**src/rtl/tea_mux_pkg.sv**
```systemverilog
// Shared definitions for the TinyEncrypt packet multiplexer: FSM states, mode codes
// and a width helper that can be used in parameter declarations.
package tea_mux_pkg;

    typedef enum logic {
        IDLE   = 1'b0,
        LOCKED = 1'b1
    } state_t;

    localparam logic MODE_SEL = 1'b0;
    localparam logic MODE_RR  = 1'b1;

    // Never returns 0 so that a channel index always has at least one bit.
    function automatic int clog2(input int n);
        int r;
        r = 1;
        while ((1 << r) < n) begin
            r = r + 1;
        end
        return r;
    endfunction

endpackage

```
**src/rtl/rr_pick.sv**
```systemverilog
// Round-robin picker: rotates the request vector so the channel after i_ptr sits at
// bit 0, takes the lowest set bit, then maps that offset back to a channel number.
module rr_pick
    import tea_mux_pkg::*;
#(
    parameter  int CHANNELS = 8,
    localparam int SEL_W    = clog2(CHANNELS)
) (
    input  logic [CHANNELS-1:0] i_req,
    input  logic [SEL_W-1:0]    i_ptr,
    output logic [SEL_W-1:0]    o_gnt_idx,
    output logic                o_gnt_any
);

    logic [SEL_W-1:0]    w_start;
    logic [CHANNELS-1:0] w_rot;
    logic [SEL_W-1:0]    w_off;
    logic                w_hit;
    logic [SEL_W:0]      w_sum;

    // CHANNELS need not be a power of two, so wrap explicitly instead of relying on overflow.
    always_comb begin
        if (i_ptr == SEL_W'(CHANNELS - 1)) begin
            w_start = '0;
        end else begin
            w_start = i_ptr + SEL_W'(1);
        end
    end

    always_comb begin
        w_rot = CHANNELS'({i_req, i_req} >> w_start);
    end

    always_comb begin
        w_off = '0;
        w_hit = 1'b0;
        for (int i = CHANNELS - 1; i >= 0; i--) begin
            if (w_rot[i]) begin
                w_off = SEL_W'(i);
                w_hit = 1'b1;
            end
        end
    end

    always_comb begin
        w_sum = {1'b0, w_start} + {1'b0, w_off};
        if (w_sum >= (SEL_W + 1)'(CHANNELS)) begin
            w_sum = w_sum - (SEL_W + 1)'(CHANNELS);
        end
    end

    assign o_gnt_idx = w_sum[SEL_W-1:0];
    assign o_gnt_any = w_hit;

endmodule

```
**src/rtl/pkt_mux.sv**
```systemverilog
// Packet multiplexer: grants one input channel (SEL-directed or round-robin), holds the
// grant until the LAST beat, and forwards beats through a single output register stage.
module pkt_mux
    import tea_mux_pkg::*;
#(
    parameter  int WIDTH    = 8,
    parameter  int CHANNELS = 8,
    localparam int SEL_W    = clog2(CHANNELS)
) (
    input  logic                      i_clk,
    input  logic                      i_rst,
    input  logic                      i_mode,
    input  logic [SEL_W-1:0]          i_sel,
    input  logic [CHANNELS*WIDTH-1:0] i_in_data,
    input  logic [CHANNELS-1:0]       i_in_valid,
    input  logic [CHANNELS-1:0]       i_in_last,
    output logic [CHANNELS-1:0]       o_in_ready,
    output logic [WIDTH-1:0]          o_out_data,
    output logic                      o_out_valid,
    output logic                      o_out_last,
    output logic [SEL_W-1:0]          o_out_ch,
    input  logic                      i_out_ready
);

    state_t           r_state;
    logic [SEL_W-1:0] r_lock_ch;
    logic [SEL_W-1:0] r_ptr;
    logic [WIDTH-1:0] r_out_data;
    logic             r_out_valid;
    logic             r_out_last;
    logic [SEL_W-1:0] r_out_ch;

    logic             w_ld;
    logic             w_sel_ok;
    logic [SEL_W-1:0] w_rr_idx;
    logic             w_rr_any;
    logic [SEL_W-1:0] w_gnt;
    logic             w_gnt_ok;
    logic [WIDTH-1:0] w_data;
    logic             w_valid;
    logic             w_last;
    logic             w_xfer;

    assign w_ld = !r_out_valid || i_out_ready;

    // A SEL code past the last channel only exists when CHANNELS is not a power of two.
    generate
        if (CHANNELS < (1 << SEL_W)) begin : g_sel_range
            assign w_sel_ok = ({1'b0, i_sel} < (SEL_W + 1)'(CHANNELS));
        end else begin : g_sel_full
            assign w_sel_ok = 1'b1;
        end
    endgenerate

    rr_pick #(
        .CHANNELS (CHANNELS)
    ) u_rr_pick (
        .i_req     (i_in_valid),
        .i_ptr     (r_ptr),
        .o_gnt_idx (w_rr_idx),
        .o_gnt_any (w_rr_any)
    );

    always_comb begin
        w_gnt    = '0;
        w_gnt_ok = 1'b0;
        if (r_state == LOCKED) begin
            w_gnt    = r_lock_ch;
            w_gnt_ok = 1'b1;
        end else if (i_mode == MODE_RR) begin
            w_gnt    = w_rr_idx;
            w_gnt_ok = w_rr_any;
        end else if (w_sel_ok) begin
            w_gnt    = i_sel;
            w_gnt_ok = 1'b1;
        end
    end

    always_comb begin
        w_data  = '0;
        w_valid = 1'b0;
        w_last  = 1'b0;
        for (int c = 0; c < CHANNELS; c++) begin
            if (w_gnt == SEL_W'(c)) begin
                w_data  = i_in_data[c*WIDTH +: WIDTH];
                w_valid = i_in_valid[c];
                w_last  = i_in_last[c];
            end
        end
    end

    // Ready is gated by reset so no upstream stage believes a beat was taken during reset.
    always_comb begin
        o_in_ready = '0;
        for (int c = 0; c < CHANNELS; c++) begin
            o_in_ready[c] = w_ld && w_gnt_ok && !i_rst && (w_gnt == SEL_W'(c));
        end
    end

    assign w_xfer = w_ld && w_gnt_ok && w_valid;

    always_ff @(posedge i_clk or posedge i_rst) begin
        if (i_rst) begin
            r_state     <= IDLE;
            r_lock_ch   <= '0;
            r_ptr       <= SEL_W'(CHANNELS - 1);
            r_out_data  <= '0;
            r_out_valid <= 1'b0;
            r_out_last  <= 1'b0;
            r_out_ch    <= '0;
        end else if (w_xfer) begin
            r_out_data  <= w_data;
            r_out_valid <= 1'b1;
            r_out_last  <= w_last;
            r_out_ch    <= w_gnt;
            if (w_last) begin
                r_state <= IDLE;
                r_ptr   <= w_gnt;
            end else if (r_state == IDLE) begin
                r_state   <= LOCKED;
                r_lock_ch <= w_gnt;
            end
        end else if (i_out_ready) begin
            r_out_valid <= 1'b0;
        end
    end

    assign o_out_data  = r_out_data;
    assign o_out_valid = r_out_valid;
    assign o_out_last  = r_out_last;
    assign o_out_ch    = r_out_ch;

endmodule

```
**config.mk**
```make
export PLATFORM = sky130hd
export DESIGN_NAME = pkt_mux
export DESIGN_NICKNAME = d
export VERILOG_FILES = /design/src/rtl/tea_mux_pkg.sv /design/src/rtl/rr_pick.sv /design/src/rtl/pkt_mux.sv
export SDC_FILE = /design/constraint.sdc
export NUM_CORES = 1
export LEC_CHECK = 0
export CORE_MARGIN = 2
export CORE_UTILIZATION = 43
export CTS_BUF_LIST = sky130_fd_sc_hd__clkbuf_8
export CTS_CLUSTER_DIAMETER = 50
export DETAILED_ROUTE_END_ITERATION = 12
export GPL_ROUTABILITY_DRIVEN = 0
export GPL_TIMING_DRIVEN = 0
export PLACE_DENSITY = 0.83
export SLEW_MARGIN = 20
export SYNTH_ARGS = -nofsm -noshare
export SYNTH_HDL_FRONTEND = slang
export SYNTH_SLANG_ARGS = --single-unit
```
**constraint.sdc**
```tcl
create_clock -name i_clk -period 5.8 [get_ports i_clk]
set_input_delay 1.16 -clock i_clk [delete_from_list [all_inputs] [get_ports i_clk]]
set_output_delay 1.16 -clock i_clk [all_outputs]
set_load 0.02 [all_outputs]
```
Word level (Yosys, flattened, before mapping). Cells that the tools add are included. Widths: inputs -> output; s select.

Add/sub/neg operators: 3. Magnitude comparators: 1. Equal/unequal tests: 8. Shifts and indexed selects: 1. Mux-type cells: 49. Bitwise logic cells: 2. Reduce and logical (&&, ||, !) cells: 18.

Operators with widths (number): $mux 8 (8); $mux 3 (12); $mux 1 (29); $shr 16x3->8 (1); $eq 3x3->1 const B (5); $logic_and 1x1->1 (11); $eq 3x2->1 const B (2); $add 3x3->4 (1); $ge 4x4->1 const B (1); $add 3x1->3 const B (1); $eq 3x1->1 const B (1); $logic_not 3->1 (1); $reduce_and 3->1 (1); $sub 3x1->3 const B (1); $logic_not 1->1 (2); $not 1->1 (2); $reduce_and 2->1 (1); $reduce_bool 2->1 (1); $logic_or 1x1->1 (1).

Register bits after elaboration: 20. Output and inout port bits: 21. Logic and storage cells: 89.

Depth between registers and ports, before layout. Gate-level depths: netlist of run 1.

Depth in word-level cells: 27. Gate-level depth with buffers: 21. Depth with buffers taken out: 17.

By module. A second synthesis of run 1 with hierarchy kept.

Cell total of the unflattened synthesis: 238. Area total of the unflattened synthesis: 2313.5 um^2.

By module, submodules not included: pkt_mux (times used 1, cells an instance 180, area an instance 1779.2 um^2); rr_pick (times used 1, cells an instance 58, area an instance 534.3 um^2).

Least setup slack after synthesis of run 1. No wires, ideal clock.

Path kind: input to output. Start point: input port i_in_valid[6]. End point: output port o_in_ready[2]. Arrival: 4.383 ns. Data required time: 4.640 ns. Setup slack: 0.257 ns. Cell stages on the path: 13. Path through: mux2_2 -> mux4_2 -> o21ai_0 -> o211ai_1 -> and2_1 -> o211ai_1 -> fa_1 -> mux2i_1 -> mux2i_1 -> clkbuf_1 -> buf_1 -> clkbuf_1 -> nor3_1.

Word-level cells in the longest chain between the ends: 16.

RTL lines: start: declaration (RTL line pkt_mux.sv:15) `input logic [CHANNELS-1:0] i_in_valid,`; $shr 16x3->8 * (RTL line rr_pick.sv:31) `w_rot = CHANNELS'({i_req, i_req} >> w_start);`; $mux 3 (8 in a row) (RTL line rr_pick.sv:38) `if (w_rot[i]) begin`; $add 3x3->4 (RTL line rr_pick.sv:46) `w_sum = {1'b0, w_start} + {1'b0, w_off};`; $ge 4x4->1 or $sub 3x1->3 (tied branches) (RTL line rr_pick.sv:47, rr_pick.sv:48); $mux 3 (RTL line rr_pick.sv:47) `if (w_sum >= (SEL_W + 1)'(CHANNELS)) begin`; $mux 3 (RTL line pkt_mux.sv:70) `end else if (i_mode == MODE_RR) begin`; $mux 3 (RTL line pkt_mux.sv:67) `if (r_state == LOCKED) begin`; $eq 3x2->1 (RTL line pkt_mux.sv:96) `o_in_ready[c] = w_ld && w_gnt_ok && !i_rst && (w_gnt == SEL_W'(c));`; $logic_and 1x1->1 * (RTL line pkt_mux.sv:96); end: declaration (RTL line pkt_mux.sv:17) `output logic [CHANNELS-1:0] o_in_ready,`.

Every way passes the cells marked *; elsewhere a longest branch is shown, timed or not.

Worst setup path after layout of run 1.
Start point: input port i_in_valid[2]. End point: output port o_in_ready[1].

Word-level cells in the longest chain between the ends: 16.

RTL lines (RTL line): $shr 16x3->8 * (rr_pick.sv:31); $mux 3 (8 in a row) (rr_pick.sv:38); $add 3x3->4 (rr_pick.sv:46); $ge 4x4->1 or $sub 3x1->3 (tied branches) (rr_pick.sv:47, rr_pick.sv:48); $mux 3 (rr_pick.sv:47); $mux 3 (pkt_mux.sv:70); $mux 3 (pkt_mux.sv:67); $eq 3x1->1 (pkt_mux.sv:96); $logic_and 1x1->1 * (pkt_mux.sv:96).

Marks and branches as above.

==> impl_metrics.csv, run 1 <==
group,metric,value,unit
status,status,"complete, no violations",
clock_tree,clkLatencyLatePin,0.26,ns
layout,multi_input_area,0.001798,mm2
global_route,grt_use_total,27.78,%
synth,yosysWarnings,0,
setup_path,criticalPathCategory,"input port to output pin",
timing,tightestPinTransition,0.7987,ns
synth,synth_mux_area_share,24.56,%
layout,nets,482,
synth,synth_seq_cells,20,
synth,synth_top_family_by_area,"compound AO/OA/AOI/OAI gates",
floorplanning,dieArea,0.006044,mm2
setup_path,cp_cell_sequence,"dlygate4sd2_1 -> mux2_4 -> mux4_2 -> o21ai_0 -> o211ai_1 -> and2_4 -> o211ai_1 -> fa_2 -> xnor2_2 -> and3_1 -> mux2i_2 -> and2_4 -> buf_6 -> clkbuf_8 -> nand2_2 -> nor2_1 -> buf_4",
flow_run,cap_viol_max_count,0,
timing,timing_hold_violations_final,0,
timing,fin_worst_skew,0.004952,ns
synth,synth.distinct_cells,59,
timing,setup_viol_count_final,0,
setup_path,start_kind,"input port",
timing,rsz0062_at_grt,"false",
synth,yosysSeqAreaShare,21.56,%
setup_path,worstPathRequired,4.64,ns
route,via_per_inst,6.072,
placement,hpwl,6.065,mm
synth,avgSynthCellArea,8.629,um2
route,route.detailed.drc,0,
timing,relSlewSlack,46.70,%
setup_path,critPathCaptureType,"output pin",
layout,design_area,0.003769,mm2
route,dr.pass1.iters,5,
floorplanning,core,0.005172,mm2
timing,fin_crit_sh,97.39,%
global_route,grt_pass1_wl,13.64,mm
setup_path,cp_num_buf_inv,4,
clock_tree,cts.hold.buffers_added,0,
layout,regArea,504.2,um2
clock_tree,clk_pin_slew_worst_paths,0.07,ns
floorplanning,start_util,45.21,%
floorplanning,die_h,77.75,um
synth,synth-edff-count,0,
timing,fmax,0.1770,GHz
global_route,grt-ovfl-total,0,
route,antenna_left,0,
clock_tree,cts_tree,"done",
clock_tree,cts_buffers,3,
timing,slew_violations,0,
route,wl,8.378,mm
synth,synth_nets,361,
synth,syn_area,0.002338,mm2
timing,min_period,5.649,ns
placement,placed_cell_area,0.003497,mm2
worst_hold_path,holdCritPathClass,"flop to flop",
setup_path,cpLargestDelayFamily,"multiplexers",
route,drtIter0Drc,246,
setup_path,worstPathArrival,4.49,ns
global_route,grt_pass1_vias,2920,
placement,portBuffers,107,
synth,synth_adder_area_share,1.926,%
clock_tree,clkSinkCount,20,
floorplanning,row_count,26,
synth,netlist_instances,271,
setup_path,crit_fanout,10,
global_route,antenna_found_initial,0,
synth,synth-compound-area-share,26.91,%
clock_tree,htreeDepth,1,
setup_path,cpPeakStageDelay,0.49,ns
route,wl_per_cell,18.17,um
layout,diodes,0,
synth,synth-simple-area-share,18.25,%
timing,setup_tns,0,ns
setup_path,crit_slowest_cell,"mux4_2",
synth,synth_xor_xnor_area_share,0.7491,%
synth,synthArstFlopShare,100.0,%
layout,final_core_util,72.86,%
synth,ys.flop_type,"dfrtp_1",
layout,layout-drive-gt1-share,25.06,%
global_route,grt_max_degree,21,
route,via_count,2799,
clock_tree,clockBufferDepth,2,
layout,area_growth,61.16,%
clock_tree,cts_root_buf,"clkbuf_8",
floorplanning,die_w,77.75,um
layout,fillers,380,
floorplanning,ioPinCount,108,
==> sequential cells by signal (all words and copies together) (netlist names) <==
register and cells:
r_state 1, r_lock_ch 3, r_ptr 3, o_out_data 8, o_out_last 1, o_out_ch 3, o_out_valid 1
==> layout make-up <==
type / instances / area share (%)
Multi-Input combinational cell: 220 / 47.71
Tap cell: 70 / 2.324
Timing Repair Buffer: 119 / 30.05
Buffer: 18 / 4.084
Clock buffer: 4 / 1.461
Inverter: 10 / 0.9960
Sequential cell: 20 / 13.38
==> per-layer routing <==
metal	share of wire, %	track usage, %
met5	0	0
met4	2.4	7.679
met3	6.3	4.535
met2	53	52.07
met1	39	32.26
==> layout by cell type, fill, tap and decap left out, types with 5 or more instances in the layout <==
| cell type | instances |
|---|---|
| a211oi_1 | 5 |
| nand3_1 | 6 |
| o22ai_1 | 16 |
| clkdlybuf4s50_1 | 91 |
| mux2_2 | 17 |
| o21ai_0 | 12 |
| a221o_1 | 5 |
| inv_1 | 10 |
| nor3_1 | 5 |
| mux2i_1 | 15 |
| dlygate4sd2_1 | 5 |
| nor2_1 | 15 |
| buf_4 | 18 |
| nand2_1 | 29 |
| and2_1 | 6 |
| buf_2 | 7 |
| dfrtp_1 | 17 |
| clkbuf_8 | 7 |
| a22oi_1 | 5 |
| mux2_4 | 7 |
==> cells in the mapped netlist (all sizes together) (2+ instances only) <==
master / count / area [um2]
nor2b: 3 / 18.77
a21o: 2 / 15.01
nor4: 2 / 12.51
mux4: 4 / 90.09
o21ai: 13 / 65.06
nor2: 18 / 77.58
o221ai: 3 / 26.28
buf: 10 / 62.56
or3: 2 / 12.51
mux2: 26 / 304.0
a31oi: 2 / 12.51
or2: 2 / 12.52
a31o: 3 / 26.28
nand2: 31 / 116.4
mux2i: 18 / 180.2
nand2b: 2 / 12.51
dfstp: 3 / 78.83
o2111ai: 2 / 41.29
a21oi: 4 / 20.02
a22oi: 5 / 37.54
a211oi: 6 / 50.05
o21bai: 2 / 26.28
o211ai: 4 / 30.03
o22ai: 18 / 112.6
inv: 10 / 37.54
clkbuf: 11 / 41.29
dfrtp: 17 / 425.4
xnor2: 2 / 17.52
nor3: 6 / 30.03
nand3: 6 / 30.03
or4b: 2 / 23.77
a311oi: 4 / 35.03
and2: 8 / 50.05
a221o: 5 / 50.05
ha: 2 / 25.02
o31ai: 2 / 15.01
==> cell families (layout without fill, tap and decap cells) <==
| family | after synthesis | count (layout) |
|---|---|---|
| and+or+nand+nor | 86 | 86 |
| buffers and inverters | 31 | 151 |
| xor gates and xnor gates | 2 | 2 |
| AOI/OAI and AO/OA | 81 | 81 |
| adders and majority gates | 3 | 3 |
| muxes | 48 | 48 |
| DFF | 20 | 20 |
==> stage by stage <==
stage          cells  hold slack, ns  setup WS [ns]
2_1_floorplan    271          0.4852         0.2573
3_3_place_gp     448          0.4926         -1.232
3_5_place_dp     448          0.5006         -1.275
4_1_cts          458          0.5172       0.001976
5_1_grt          461          0.5164        0.01851
6_report         461          0.4940         0.1512
==> worst paths after layout <==
check	start	end	slack [ns]	cells past startpoint
max	i_in_valid[2]	o_in_ready[1]	0.15	17
min	r_ptr[0]$_DFFE_PP1P_	r_ptr[0]$_DFFE_PP1P_	0.49	2
max reg2reg	r_ptr[0]$_DFFE_PP1P_	r_lock_ch[1]$_DFFE_PP0P_	0.31	21
min reg2reg	r_ptr[0]$_DFFE_PP1P_	r_ptr[0]$_DFFE_PP1P_	0.49	2
max in group asynchronous	i_rst	r_lock_ch[2]$_DFFE_PP0P_	3.91	2
min in group asynchronous	i_rst	o_out_data[7]$_DFFE_PP0P_	1.40	2
==> tightest hold or removal path: cells and delay by family, from the launching register on <==
family	cells	cell delay [ns]
buffers and inverters	1	0.05
flip-flops	1	0.39
multiplexers	1	0.05
==> timing repair <==
action                     CTS  global route
resized for setup           80            15
hold endpoints to repair     0             0
pin swaps                    3             2
setup endpoints to repair   18            17
buffers inserted             8             4
Power of run 1 is not shown: default switching activity piles up to over one toggle a cycle in this logic, so the estimate is an artifact.
==> run 2, diff against run 1 <==
--- a/config.mk
+++ b/config.mk
@@ -5,14 +5,14 @@
 export SDC_FILE = /design/constraint.sdc
 export NUM_CORES = 1
 export LEC_CHECK = 0
+export CAP_MARGIN = 15
 export CORE_MARGIN = 2
-export CORE_UTILIZATION = 43
-export CTS_BUF_LIST = sky130_fd_sc_hd__clkbuf_8
+export CORE_UTILIZATION = 42
 export CTS_CLUSTER_DIAMETER = 50
 export DETAILED_ROUTE_END_ITERATION = 12
 export GPL_ROUTABILITY_DRIVEN = 0
 export GPL_TIMING_DRIVEN = 0
-export PLACE_DENSITY = 0.83
+export PLACE_DENSITY = 0.81
 export SLEW_MARGIN = 20
 export SYNTH_ARGS = -nofsm -noshare
 export SYNTH_HDL_FRONTEND = slang
==> run 2 against run 1 <==
Die area grew 2.3%. Critical path depth down 2. Routed wire length fell by 0.17%. Fmax is 2.1% lower. Cell count grew 1.1%. Utilization down 3.3 points. Register-to-register slack lost 0.03 ns. Via count fell by 1.7%. First-iteration DRC count decreased by 40%. Design area grew 0.43%. Largest cell class unchanged.
==> impl_metrics.csv, run 2 (synthesis results as in run 1) <==
group,metric,value,unit
route,via_per_inst,5.906,
setup_path,cpLargestDelayFamily,"multiplexers",
setup_path,worstPathArrival,4.61,ns
global_route,antenna_found_initial,0,
clock_tree,htreeDepth,1,
setup_path,cp_cell_sequence,"dlygate4sd2_1 -> mux2_4 -> mux4_2 -> o21ai_2 -> o211ai_1 -> and2_4 -> o211ai_1 -> fa_2 -> mux2i_4 -> mux2i_2 -> buf_6 -> buf_6 -> clkbuf_8 -> nor3_2 -> buf_2",
setup_path,criticalPathCategory,"input port to output pin",
global_route,grt_max_degree,21,
layout,largest_reg_flops,8,
route,route.detailed.drc,0,
placement,portBuffers,107,
timing,fin_crit_sh,99.44,%
setup_path,critPathCaptureType,"output pin",
floorplanning,dieArea,0.006180,mm2
clock_tree,clockBufferDepth,2,
floorplanning,start_util,43.00,%
timing,fmax,0.1734,GHz
floorplanning,die_w,78.62,um
timing,holdWs,0.5175,ns
clock_tree,clkSinkCount,20,
layout,layout_commonest_cell,"clkdlybuf4s50_1",
timing,slew_violations,0,
route,wl,8.364,mm
layout,fillers,447,
global_route,grt_pass1_vias,2896,
timing,min_period,5.768,ns
floorplanning,row_count,27,
layout,layout_common_cells,"clkdlybuf4s50_1 (91), nand2_1 (30), buf_4 (21)",
timing,relSlewSlack,50.52,%
setup_path,cpPeakStageDelay,0.51,ns
setup_path,crit_fanout,10,
clock_tree,cts_tree,"done",
route,drtIter0Drc,147,
route,via_count,2752,
route,wl_per_cell,17.95,um
setup_path,crit_slowest_cell,"fa_2",
layout,layout-drive-gt1-share,26.14,%
clock_tree,cts.hold.buffers_added,0,
setup_path,cp_num_buf_inv,5,
clock_tree,cts_buffers,3,
setup_path,worstPathRequired,4.64,ns
timing,timing_hold_violations_final,0,
floorplanning,die_h,78.62,um
timing,fin_worst_skew,0.008123,ns
setup_path,start_kind,"input port",
worst_hold_path,holdCritPathClass,"flop to flop",
floorplanning,core,0.005439,mm2
global_route,grt_pass1_wl,13.42,mm
global_route,grt_use_total,27.12,%
clock_tree,clk_pin_slew_worst_paths,0.07,ns
status,status,"complete, no violations",
floorplanning,ioPinCount,108,
clock_tree,clkLatencyLatePin,0.26,ns
timing,setup_viol_count_final,0,
route,antenna_left,0,
layout,diodes,0,
timing,tightestPinTransition,0.7413,ns
layout,nets,485,
layout,area_growth,61.85,%
placement,hpwl,6.368,mm
clock_tree,cts_root_buf,"clkbuf_8",
flow_run,cap_viol_max_count,0,
route,dr.pass1.iters,4,
global_route,grt-ovfl-total,0,
[run 2: repair_timing]
action	in CTS	in global routing
setup buffers	11	4
pin swaps	4	4
setup endpoints to repair	20	8
gates resized for setup	80	21
[run 2: path summary, 6_finish.rpt]
path,startpoint,end,slack [ns],cells past startpoint
worst max-delay path,i_in_valid[0],o_in_ready[2],0.03,15
worst min-delay path,o_out_data[1]$_DFFE_PP0P_,o_out_data[1]$_DFFE_PP0P_,0.52,1
worst max register to register,r_ptr[0]$_DFFE_PP1P_,r_lock_ch[1]$_DFFE_PP0P_,0.28,20
worst min register to register,o_out_data[1]$_DFFE_PP0P_,o_out_data[1]$_DFFE_PP0P_,0.52,1
max in group asynchronous,i_rst,o_out_data[6]$_DFFE_PP0P_,3.94,2
min in group asynchronous,i_rst,o_out_data[4]$_DFFE_PP0P_,1.39,2
[run 2: layout make-up]
type	instances	area, um2	area share (%)
multi-input combinational	220	1819	48.07
timing repair buffer	122	1146	30.28
sequential	20	504.2	13.32
buffer	18	132.6	3.504
inverter	10	37.54	0.9917
clock buffer	4	55.05	1.455
tap	72	90.09	2.380
[run 2: stage by stage]
stage,setup TNS [ns],std cells,cell area (um2),util [%],setup slack (ns)
4_1_cts,-0.0009122,464,3749,68.92,-0.0009122
2_1_floorplan,0,271,2338,-,0.2573
3_3_place_gp,-12.02,450,3500,64.34,-1.385
3_5_place_dp,-14.55,450,3500,64.34,-1.462
6_report,0,466,3785,69.59,0.03223
5_1_grt,-0.09212,466,3785,69.59,-0.03392
[run 2: per-layer routing]
metal	part of all wire (%)	global-route usage [%]
met5	0	0
met4	3.2	12.46
met3	6.6	4.483
met2	52	51.03
met1	38	29.33
Power of run 2 is left out for the same reason.
==> run 3, diff against run 2 <==
--- a/config.mk
+++ b/config.mk
@@ -12,7 +12,7 @@
 export DETAILED_ROUTE_END_ITERATION = 12
 export GPL_ROUTABILITY_DRIVEN = 0
 export GPL_TIMING_DRIVEN = 0
-export PLACE_DENSITY = 0.81
+export PLACE_DENSITY = 0.82
 export SLEW_MARGIN = 20
 export SYNTH_ARGS = -nofsm -noshare
 export SYNTH_HDL_FRONTEND = slang
==> run 3 against run 2 <==
Setup slack better by 0.10 ns. Critical path depth up 2. Via count up 0.25%. Routed wire length down 0.77%. Die area unchanged. Sequential share of layout area down 0.18 points. Largest cell class unchanged. Critical path type unchanged. Non-clock buffer count up 1. Register-to-register slack better by 0.03 ns.
==> impl_metrics.csv, run 3 (synthesis results as in run 1) <==
group,metric,value,unit
layout,final_cell_count_no_fill,467,
timing,timing_hold_violations_final,0,
route,drtIter0Drc,175,
layout,area_growth,64.04,%
clock_tree,htreeDepth,1,
global_route,grt_pass1_wl,13.41,mm
timing,tightestPinTransition,0.7124,ns
clock_tree,cts_root_buf,"clkbuf_8",
layout,diodes,0,
timing,min_period,5.666,ns
timing,relSlewSlack,52.46,%
route,antenna_left,0,
floorplanning,core,0.005439,mm2
layout,layout-drive-gt1-share,26.58,%
route,wl_per_cell,17.77,um
flow_run,cap_viol_max_count,0,
route,via_count,2759,
floorplanning,die_w,78.62,um
floorplanning,start_util,43.00,%
floorplanning,dieArea,0.006180,mm2
route,dr.pass1.iters,8,
layout,final_core_util,70.53,%
setup_path,cp_num_buf_inv,4,
route,via_per_inst,5.908,
worst_hold_path,holdCritPathClass,"flop to flop",
layout,layout_commonest_cell,"clkdlybuf4s50_1",
layout,layout_common_cells,"clkdlybuf4s50_1 (91), nand2_1 (30), buf_4 (23)",
floorplanning,die_h,78.62,um
setup_path,worstPathRequired,4.64,ns
setup_path,worstPathArrival,4.51,ns
setup_path,start_kind,"input port",
placement,hpwl,6.289,mm
route,wl,8.300,mm
route,routed-wl-met2,4.267,mm
global_route,grt_pass1_vias,2981,
timing,setup_viol_count_final,0,
setup_path,crit_slowest_cell,"mux4_2",
route,met3_wirelength,629,um
global_route,grt_use_total,27.06,%
route,route.detailed.drc,0,
timing,fmax,0.1765,GHz
setup_path,crit_fanout,8,
global_route,grt_max_degree,21,
layout,design_area,0.003836,mm2
setup_path,cpLargestDelayFamily,"multiplexers",
timing,fin_crit_sh,97.68,%
clock_tree,cts.hold.buffers_added,0,
placement,placedCellCount,450,
setup_path,criticalPathCategory,"input port to output pin",
clock_tree,cts_buffers,3,
placement,placed_cell_area,0.003500,mm2
route,met1_length,2.987,mm
floorplanning,ioPinCount,108,
timing,fin_worst_skew,0.005308,ns
route,top_layer_used,"met4",
placement,portBuffers,107,
status,status,"complete, no violations",
clock_tree,cts_tree,"done",
setup_path,cp_cell_sequence,"dlygate4sd2_1 -> mux2_4 -> mux4_2 -> o21ai_2 -> o211ai_1 -> and2_4 -> o211ai_1 -> fa_2 -> xnor2_2 -> and3_1 -> mux2i_2 -> and2_4 -> buf_6 -> buf_8 -> nand2_2 -> nor2_2 -> buf_6",
floorplanning,row_count,27,
clock_tree,clockBufferDepth,2,
global_route,grt-ovfl-total,0,
layout,nets,486,
clock_tree,clk_pin_slew_worst_paths,0.07,ns
global_route,antenna_found_initial,0,
timing,slew_violations,0,
layout,largest_reg_flops,8,
clock_tree,clkSinkCount,20,
clock_tree,clkLatencyLatePin,0.25,ns
setup_path,critPathCaptureType,"output pin",
setup_path,cpPeakStageDelay,0.49,ns
timing,holdWs,0.5141,ns
[run 3: worst paths after layout]
check                                                from                   endpoint  slack [ns]  cells after the start
worst max-delay path                        i_in_valid[0]              o_in_ready[1]        0.13                     17
worst min-delay path            o_out_data[6]$_DFFE_PP0P_  o_out_data[6]$_DFFE_PP0P_        0.51                      1
worst max register to register       r_ptr[1]$_DFFE_PP1P_   r_lock_ch[1]$_DFFE_PP0P_        0.31                     18
worst min register to register  o_out_data[6]$_DFFE_PP0P_  o_out_data[6]$_DFFE_PP0P_        0.51                      1
max in group asynchronous                           i_rst   r_lock_ch[1]$_DFFE_PP0P_        3.93                      2
min in group asynchronous                           i_rst  o_out_data[3]$_DFFE_PP0P_        1.42                      2
[run 3: area by class of cell]
type,count,area (um2)
sequential,20,504.2
clock buffer,4,45.04
buffer,18,135.1
inverter,10,37.54
tap,72,90.09
fill,432,1603
multi-input combinational,220,1858
timing repair buffer,123,1166
[run 3: through the flow]
step / setup slack [ns] / TNS, ns
after floorplan: 0.2573 / 0
after global placement: -1.323 / -11.86
after detailed placement: -1.410 / -14.60
after CTS: 0.003287 / 0
after global routing: -0.01383 / -0.04298
final: 0.1345 / 0
[run 3: timing repair]
item,4_1_cts,5_1_grt
buffers inserted,11,5
pin swaps,5,6
cloned,0,0
endpoints found under the hold margin,0,0
setup endpoints to repair,20,17
gates resized for setup,88,23
[run 3: metal layers]
| layer | GRT usage [%] | vias up |
|---|---|---|
| met2 | 50.09 | 164 |
| li1 | - | 1276 |
| met1 | 28.44 | 1277 |
| met3 | 5.287 | 42 |
| met5 | 0 | - |
| met4 | 14.91 | 0 |
Power of run 3 is left out for the same reason.
